--- config.mk ---
export PLATFORM = sky130hd
export DESIGN_NAME = vga_sincronismo
export DESIGN_NICKNAME = d
export VERILOG_FILES = /design/src/rtl/vga_pkg.sv /design/src/rtl/vga_divisor_pixel.sv /design/src/rtl/vga_sincronismo.sv
export SDC_FILE = /design/constraint.sdc
export NUM_CORES = 1
export LEC_CHECK = 0
export ABC_AREA = 1
export BUFFER_PORTS_ARGS = -buffer_cell sky130_fd_sc_hd__buf_2
export CORE_ASPECT_RATIO = 1.25
export CORE_UTILIZATION = 54
export DETAILED_ROUTE_END_ITERATION = 6
export MAX_ROUTING_LAYER = met4
export PLACE_DENSITY = 0.85
export SYNTH_ARGS = -nofsm -noshare
export SYNTH_HDL_FRONTEND = slang
export SYNTH_HIERARCHICAL = 1
export SYNTH_SLANG_ARGS = --single-unit
--- constraint.sdc ---
create_clock -name clk -period 1.85 [get_ports clk]
set_input_delay 0.37 -clock clk [delete_from_list [all_inputs] [get_ports clk]]
set_output_delay 0.37 -clock clk [all_outputs]
set_load 0.01 [all_outputs]
--- src/rtl/vga_pkg.sv ---
// Shared VGA definitions for the Batalha Naval display.
// Holds the default 640x480@60 Hz timing, the raster bus widths, the board
// cell geometry used by the ship renderers, and a helper that sizes counters.
package vga_pkg;

  // Default horizontal timing, in pixels.
  localparam int VGA_H_VISIVEL = 640;
  localparam int VGA_H_FRENTE  = 16;
  localparam int VGA_H_PULSO   = 96;
  localparam int VGA_H_TRAS    = 48;

  // Default vertical timing, in lines.
  localparam int VGA_V_VISIVEL = 480;
  localparam int VGA_V_FRENTE  = 10;
  localparam int VGA_V_PULSO   = 2;
  localparam int VGA_V_TRAS    = 33;

  // Raster bus widths.
  localparam int LARGURA_COORD  = 10;
  localparam int LARGURA_QUADRO = 8;

  // Board cell geometry shared with the ship renderers.
  localparam int CELULA_LARGURA = 54;
  localparam int CELULA_ALTURA  = 49;

  // Width of a counter that runs 0..modulo-1; never narrower than one bit.
  function automatic int largura_contador(input int modulo);
    return (modulo > 1) ? $clog2(modulo) : 1;
  endfunction

endpackage

--- src/rtl/vga_divisor_pixel.sv ---
// Pixel-rate strobe generator.
// Counts clk cycles 0..DIV_PIXEL-1 and raises tick during the cycle in which
// the count sits at DIV_PIXEL-1, so the raster advances once per pixel.
// Ports:
//   clk   - system clock
//   reset - synchronous, active-high reset (count returns to 0)
//   tick  - high for one clk out of every DIV_PIXEL
module vga_divisor_pixel
  import vga_pkg::*;
#(
  parameter int DIV_PIXEL = 2
) (
  input  logic clk,
  input  logic reset,
  output logic tick
);

  localparam int                 LARGURA = largura_contador(DIV_PIXEL);
  localparam logic [LARGURA-1:0] ULTIMO  = LARGURA'(DIV_PIXEL - 1);

  logic [LARGURA-1:0] contagem_r;

  // With DIV_PIXEL=1 the count is stuck at 0 == ULTIMO, so tick is constant.
  assign tick = (contagem_r == ULTIMO);

  // Divider count: wraps to zero on the tick cycle.
  always_ff @(posedge clk) begin
    if (reset) begin
      contagem_r <= {LARGURA{1'b0}};
    end else if (tick) begin
      contagem_r <= {LARGURA{1'b0}};
    end else begin
      contagem_r <= contagem_r + {{(LARGURA-1){1'b0}}, 1'b1};
    end
  end

endmodule

--- src/rtl/vga_sincronismo.sv ---
// VGA raster timing generator for the Batalha Naval display.
// Walks coluna/linha across the full frame at the pixel rate and produces the
// sync pins plus helpers for the renderers. Every output is registered from
// the next counter values, so the raster bus and the sync pins never skew.
// Ports:
//   clk, reset    - system clock, synchronous active-high reset
//   pixel_en      - high in the first clk of each new pixel
//   coluna, linha - current raster position
//   areaAtiva     - position is inside the visible window
//   hsync, vsync  - active-low sync pulses
//   inicioQuadro  - one-clk pulse when the raster wraps back to (0,0)
//   quadro        - frame counter, increments on each wrap (mod 256)
module vga_sincronismo
  import vga_pkg::*;
#(
  parameter int H_VISIVEL = VGA_H_VISIVEL,
  parameter int H_FRENTE  = VGA_H_FRENTE,
  parameter int H_PULSO   = VGA_H_PULSO,
  parameter int H_TRAS    = VGA_H_TRAS,
  parameter int V_VISIVEL = VGA_V_VISIVEL,
  parameter int V_FRENTE  = VGA_V_FRENTE,
  parameter int V_PULSO   = VGA_V_PULSO,
  parameter int V_TRAS    = VGA_V_TRAS,
  parameter int DIV_PIXEL = 2
) (
  input  logic                      clk,
  input  logic                      reset,
  output logic                      pixel_en,
  output logic [LARGURA_COORD-1:0]  coluna,
  output logic [LARGURA_COORD-1:0]  linha,
  output logic                      areaAtiva,
  output logic                      hsync,
  output logic                      vsync,
  output logic                      inicioQuadro,
  output logic [LARGURA_QUADRO-1:0] quadro
);

  localparam int H_TOTAL = H_VISIVEL + H_FRENTE + H_PULSO + H_TRAS;
  localparam int V_TOTAL = V_VISIVEL + V_FRENTE + V_PULSO + V_TRAS;

  localparam logic [LARGURA_COORD-1:0] COL_ULTIMA = LARGURA_COORD'(H_TOTAL - 1);
  localparam logic [LARGURA_COORD-1:0] LIN_ULTIMA = LARGURA_COORD'(V_TOTAL - 1);
  localparam logic [LARGURA_COORD-1:0] COL_VIS    = LARGURA_COORD'(H_VISIVEL);
  localparam logic [LARGURA_COORD-1:0] LIN_VIS    = LARGURA_COORD'(V_VISIVEL);
  localparam logic [LARGURA_COORD-1:0] HS_INICIO  = LARGURA_COORD'(H_VISIVEL + H_FRENTE);
  localparam logic [LARGURA_COORD-1:0] HS_FIM     = LARGURA_COORD'(H_VISIVEL + H_FRENTE + H_PULSO);
  localparam logic [LARGURA_COORD-1:0] VS_INICIO  = LARGURA_COORD'(V_VISIVEL + V_FRENTE);
  localparam logic [LARGURA_COORD-1:0] VS_FIM     = LARGURA_COORD'(V_VISIVEL + V_FRENTE + V_PULSO);
  localparam logic [LARGURA_COORD-1:0] COORD_UM   = LARGURA_COORD'(1);
  localparam logic [LARGURA_QUADRO-1:0] QUADRO_UM = LARGURA_QUADRO'(1);

  logic                      tick_s;
  logic [LARGURA_COORD-1:0]  coluna_prox_s;
  logic [LARGURA_COORD-1:0]  linha_prox_s;
  logic [LARGURA_QUADRO-1:0] quadro_prox_s;
  logic                      fim_quadro_s;
  logic                      area_prox_s;
  logic                      hsync_prox_s;
  logic                      vsync_prox_s;

  logic                      pixel_en_r;
  logic [LARGURA_COORD-1:0]  coluna_r;
  logic [LARGURA_COORD-1:0]  linha_r;
  logic                      area_r;
  logic                      hsync_r;
  logic                      vsync_r;
  logic                      inicio_r;
  logic [LARGURA_QUADRO-1:0] quadro_r;

  vga_divisor_pixel #(
    .DIV_PIXEL(DIV_PIXEL)
  ) u_divisor (
    .clk  (clk),
    .reset(reset),
    .tick (tick_s)
  );

  // Next raster position and frame count; only moves on a pixel tick.
  always_comb begin
    coluna_prox_s = coluna_r;
    linha_prox_s  = linha_r;
    quadro_prox_s = quadro_r;
    fim_quadro_s  = 1'b0;
    if (tick_s) begin
      if (coluna_r == COL_ULTIMA) begin
        coluna_prox_s = {LARGURA_COORD{1'b0}};
        if (linha_r == LIN_ULTIMA) begin
          linha_prox_s  = {LARGURA_COORD{1'b0}};
          quadro_prox_s = quadro_r + QUADRO_UM;
          fim_quadro_s  = 1'b1;
        end else begin
          linha_prox_s = linha_r + COORD_UM;
        end
      end else begin
        coluna_prox_s = coluna_r + COORD_UM;
      end
    end else begin
      fim_quadro_s = 1'b0;
    end
  end

  // Decodes of the next position, registered below alongside the counters.
  always_comb begin
    area_prox_s  = (coluna_prox_s < COL_VIS) && (linha_prox_s < LIN_VIS);
    hsync_prox_s = !((coluna_prox_s >= HS_INICIO) && (coluna_prox_s < HS_FIM));
    vsync_prox_s = !((linha_prox_s >= VS_INICIO) && (linha_prox_s < VS_FIM));
  end

  // Output registers: counters, strobes and sync decodes all update together.
  always_ff @(posedge clk) begin
    if (reset) begin
      pixel_en_r <= 1'b0;
      coluna_r   <= {LARGURA_COORD{1'b0}};
      linha_r    <= {LARGURA_COORD{1'b0}};
      area_r     <= 1'b0;
      hsync_r    <= 1'b1;
      vsync_r    <= 1'b1;
      inicio_r   <= 1'b0;
      quadro_r   <= {LARGURA_QUADRO{1'b0}};
    end else begin
      pixel_en_r <= tick_s;
      coluna_r   <= coluna_prox_s;
      linha_r    <= linha_prox_s;
      area_r     <= area_prox_s;
      hsync_r    <= hsync_prox_s;
      vsync_r    <= vsync_prox_s;
      // Only a real wrap pulses; reset release leaves this low.
      inicio_r   <= fim_quadro_s;
      quadro_r   <= quadro_prox_s;
    end
  end

  assign pixel_en     = pixel_en_r;
  assign coluna       = coluna_r;
  assign linha        = linha_r;
  assign areaAtiva    = area_r;
  assign hsync        = hsync_r;
  assign vsync        = vsync_r;
  assign inicioQuadro = inicio_r;
  assign quadro       = quadro_r;

endmodule

# Word level (Yosys, flattened, before mapping)
# Cells that the tools add are included.
# word_totals
output_inout_bits	33
input_bits	2
reg_bits	34
wordCells	37
# classes
reduce_logical	8
n_eq_ne	2
n_lt_le_gt_ge	6
mux	6
bitwise	2
addsub	4
# ops
op	count
10-bit two-way mux	5
10-bit by 1-bit adder with 10-bit output, second input constant	2
10-bit equality test, second input constant	2
10-bit less-than comparator, second input constant	2
10-bit by 9-bit less-than comparator with 1-bit output, second input constant	2
10-bit >= comparator, second input constant	1
10-bit by 9-bit >= comparator with 1-bit output, second input constant	1
8-bit by 1-bit adder with 8-bit output, second input constant	1
1-bit logical AND	3
3-bit AND reduction	1
3-bit OR reduction	1
1-bit logical NOT	2
1-bit NOT	2
2-bit OR reduction	1
1-bit adder, second input constant	1
1-bit two-way mux	1

# Longest topological paths before layout
# logic_depth
depth_word	7
ltp_mapped	14
depth_no_buf	13

# Cells and area by module
# Netlist, hierarchy kept.
# modules_own_cells
module	cells_per_inst	seq_area_each_um2	n_inst	area_per_inst_um2
vga_sincronismo	275	660.6	1	1776.7
vga_divisor_pixel	2	20.0	1	23.8

# Worst setup path before layout
# OpenSTA, ideal clock, no wires.
# synth_path
kind	register to register
start	register coluna_r[0] (netlist: coluna[0])
end	register vsync_r (netlist: vsync)
slack_ps	111
t_arrival_ps	1625
path_stages_with_launch	14
period_less_slack_ps	1739
cell_sequence	dfxtp_1 ha_1 nand2_1 nor2_4 inv_2 nor2_4 buf_6 nand3_1 nand2_1 nand2_1 nor2_1 nand2_1 nor2_1 nand2_1
# synth_via
elab_chain_len	6
elab_cells_between_ends	7
classes_between	order compare: 2; eq/ne: 1; mux: 2; reduce/logical: 2
# synth_lines
item	line	rtl
start: declaration	vga_sincronismo.sv:62	logic [LARGURA_COORD-1:0] coluna_r;
start signal: assignment	vga_sincronismo.sv:113	coluna_r <= {LARGURA_COORD{1'b0}};
start signal: assignment	vga_sincronismo.sv:122	coluna_r <= coluna_prox_s;
10-bit equality test (*)	vga_sincronismo.sv:85	if (coluna_r == COL_ULTIMA) begin
10-bit two-way mux (*)	vga_sincronismo.sv:85	
10-bit two-way mux (*)	vga_sincronismo.sv:84	if (tick_s) begin
10-bit by 9-bit >= comparator with 1-bit output or 10-bit by 9-bit less-than comparator with 1-bit output (tied branches)	vga_sincronismo.sv:106	vsync_prox_s = !((linha_prox_s >= VS_INICIO) && (linha_prox_s < VS_FIM));
1-bit logical AND (*)	vga_sincronismo.sv:106	
1-bit logical NOT (*)	vga_sincronismo.sv:106	
end signal: assignment	vga_sincronismo.sv:126	vsync_r <= vsync_prox_s;
end: declaration	vga_sincronismo.sv:66	logic vsync_r;
# Mark *: on every way between the ends. The rest lies on a longest branch, timed or not.
# A chain may end at the register's enable or synchronous reset.

# Worst setup path in the final report
# layout_path
start	register coluna_r[1] (netlist: coluna[1])
end	register vsync_r (netlist: vsync)
# The elaborated chain is that of the path after synthesis.

==> results.json <==
{
  "critPathMaxFanout": 7,
  "root_buffer": "clkbuf_8",
  "drv_slew": 0,
  "async_reset_ff_share_pct": 0,
  "synth.yosys.seq_area_share_pct": 37.8,
  "syn_inst": 277,
  "clk_pin_slew_ps": 70,
  "p_per_area_mw_per_mm2": 667,
  "period_minus_slack_ps": 1740,
  "areaGrowthSynthToFinish_pct": 24.5,
  "cp-start-kind": "flip-flop",
  "whs_path_depth": 2,
  "grt_pass1_wl_um": 7130,
  "period_share_pct": 94.3,
  "drive_gt1_share_pct": 22.3,
  "worst_slew_pin_slew_ps": 424,
  "totalWireLength_um": 4600,
  "synth_ff_type": "dfxtp_1",
  "first_global_vias": 1758,
  "htreeDepth": 2,
  "synthTopCellsByArea": "dfxtp_1 (38%), nand2_1 (15%), nor2_1 (9.4%)",
  "synth_edf_count": 0,
  "endpoint_kind": "flip-flop",
  "p_comb_share_pct": 3.6,
  "clock_latency_ps": 290,
  "power.leakage_uw": 0.00108,
  "die_w_um": 53.6,
  "avgSynthCellArea_sq_um": 6.50,
  "syn-num-nets": 283,
  "die_y_um": 66.6,
  "synth_seq_cells": 34,
  "max-cap-violations": 0,
  "min_path_type": "input pin to flip-flop",
  "yosysMostFrequentCell": "nand2_1",
  "cts-buffers-inserted": 5,
  "place_area_sq_mm": 0.00205,
  "ys_top_cells_by_count": "nand2_1 (71), nor2_1 (45), inv_1 (40), dfxtp_1 (34), nand3_1 (21)",
  "dr.pass1.iters": 4,
  "dp_cells": 352,
  "fillerInstances": 290,
  "synth-adder-area-share_pct": 2.78,
  "setup_viol": 0,
  "ys_types": 24,
  "io_buffers": 34,
  "p_sw_uw": 304,
  "fmax_mhz": 573,
  "layout.nets": 334,
  "grt_antenna_before_repair": 0,
  "core-area_sq_mm": 0.00319,
  "cts_tree": "yes",
  "vias": 1986,
  "dp_hpwl_um": 3250,
  "netlist_area_sq_mm": 0.00180,
  "crit_arrival_ps": 1930,
  "final.setup_skew_ps": 5.80,
  "r2r_cells": 10,
  "required_ps": 2040,
  "synthSimpleGateAreaFrac_pct": 41.3,
  "grt_use_total_pct": 28.6,
  "design_area_sq_mm": 0.00224,
  "synth-warning-count": 6,
  "die_area_sq_mm": 0.00357,
  "first_iter_violations": 76,
  "instances_no_fill": 365,
  "clk_path_buf_depth": 2,
  "wl_per_cell_um": 12.6,
  "rsz0062_at_grt": "yes",
  "grt_max_degree": 22,
  "path_class": "flip-flop to flip-flop",
  "gp_congestion": 0.854,
  "drc": 0,
  "viasPerCell": 5.44,
  "synth_top_area_share_pct": 37.8,
  "status": "completed",
  "yosysTopAreaCell": "dfxtp_1",
  "synth-compound-area-share_pct": 5.00,
  "antenna_cells": 0,
  "globalRouteOverflowTotal": 0,
  "intPower_uw": 1190,
  "hold_viol_final": 0,
  "initial_core_util_pct": 56.4,
  "p_seq_share_pct": 50.0,
  "slew_headroom_pct": 71.7,
  "row_count": 23,
  "cts_hold_buffers": 0,
  "synth.area.mux_share_pct": 0,
  "cts_sinks": 34,
  "clockPowerShare_pct": 46.4,
  "synth_top_family_by_area": "simple AND/OR/NAND/NOR gates",
  "io_pins": 35,
  "peakVddDrop_uv": 675,
  "synthXorXnorAreaFrac_pct": 2.92,
  "switching_share_pct": 20.3,
  "ant_nets": 0
}
-- metal layers --
layer  up-vias  GRT usage, %  share of wire [%]
met3        23          7.53                5.9
met4         0          18.1                4.0
met1       904          28.2                 39
met5         -             -                  0
met2        82          48.6                 51
li1        977             -                  -
-- worst paths after layout --
check                               start        end  slack, ps
worst max-delay path            coluna[1]      vsync        110
worst min-delay path                reset  coluna[5]        490
worst max register to register  coluna[1]      vsync        110
worst min register to register  quadro[7]  quadro[7]        500
-- power groups by stage --
stage               Combinational [uW]  Sequential (uW)  Clock (uW)
floorplan                         25.5              766           0
global placement                  52.0              762           0
detailed placement                52.7              762           0
CTS                               52.9              746         706
global route                      60.3              747         738
finish                            53.8              747         694
-- area by class of cell --
cell class                      instances  area [sq um]  share of cell area, %
Tap cell                               37          46.3                   2.07
Multi-Input combinational cell        197           967                   43.2
Clock inverter                          1          30.0                   1.34
Inverter                               43           161                   7.20
Timing Repair Buffer                   47           268                   11.9
Sequential cell                        34           686                   30.6
Clock buffer                            6          82.6                   3.69
-- stage by stage --
stage               setup TNS (ps)  hold WS (ps)  power, uW  worst slack (ps)  util, %
floorplan                        0           437        792               111        -
global placement                 0           473        814              84.0     64.3
detailed placement               0           489        815              37.9     64.3
CTS                              0           479       1500              24.4     67.8
global route                 -40.1           498       1550             -29.2     70.2
finish                           0           492       1490               106     70.2
-- repair_timing --
item,in CTS,in global routing
setup endpoints to repair,0,10
endpoints found under the hold margin,0,0
setup buffers,0,5
gates resized for setup,0,12
-- placed cells by master, fill, tap and decap left out, types with 3 or more instances in the layout --
master    synthesis  layout
nand2_1          71      71
inv_1            40      40
nor2_1           45      40
buf_2             0      34
dfxtp_1          34      30
nand3_1          21      19
nand4_1          15      15
buf_4             0      13
a21oi_1           9       9
nor3_1            7       7
nor2_2            0       6
clkbuf_8          0       6
o21ai_0           5       5
o21ai_1           4       4
dfxtp_2           0       4
nand3_2           1       3
xor2_1            3       3
xnor2_1           3       3
ha_1              4       3
-- cell families (layout without fill, tap and decap cells) --
| kind of cell | count (synthesis) | count (layout) |
|---|---|---|
| AND/OR/NAND/NOR | 168 | 169 |
| buffers and inverters | 47 | 97 |
| flip-flops | 34 | 34 |
| AO/OA/AOI/OAI | 18 | 18 |
| XOR/XNOR | 6 | 6 |
| adder cells (fa/ha/maj) | 4 | 4 |
-- registers in the layout (all words and copies together), names as in the netlist --
name and flops:
linha 10, coluna 10, pixel_en 1, quadro 8, inicioQuadro 1, areaAtiva 1
hsync 1, vsync 1, u_divisor/tick 1
-- critical path, cell delays in order, from the launching register on --
cell     delay [ps]
dfxtp_2         330
ha_2            190
nand2_1          90
nor2_4          200
inv_2            90
nor2_4          190
nand4_1         190
nand3_1         170
inv_1            50
nor2_1           90
nand2_1          50
(Power assumes the default switching activity.)
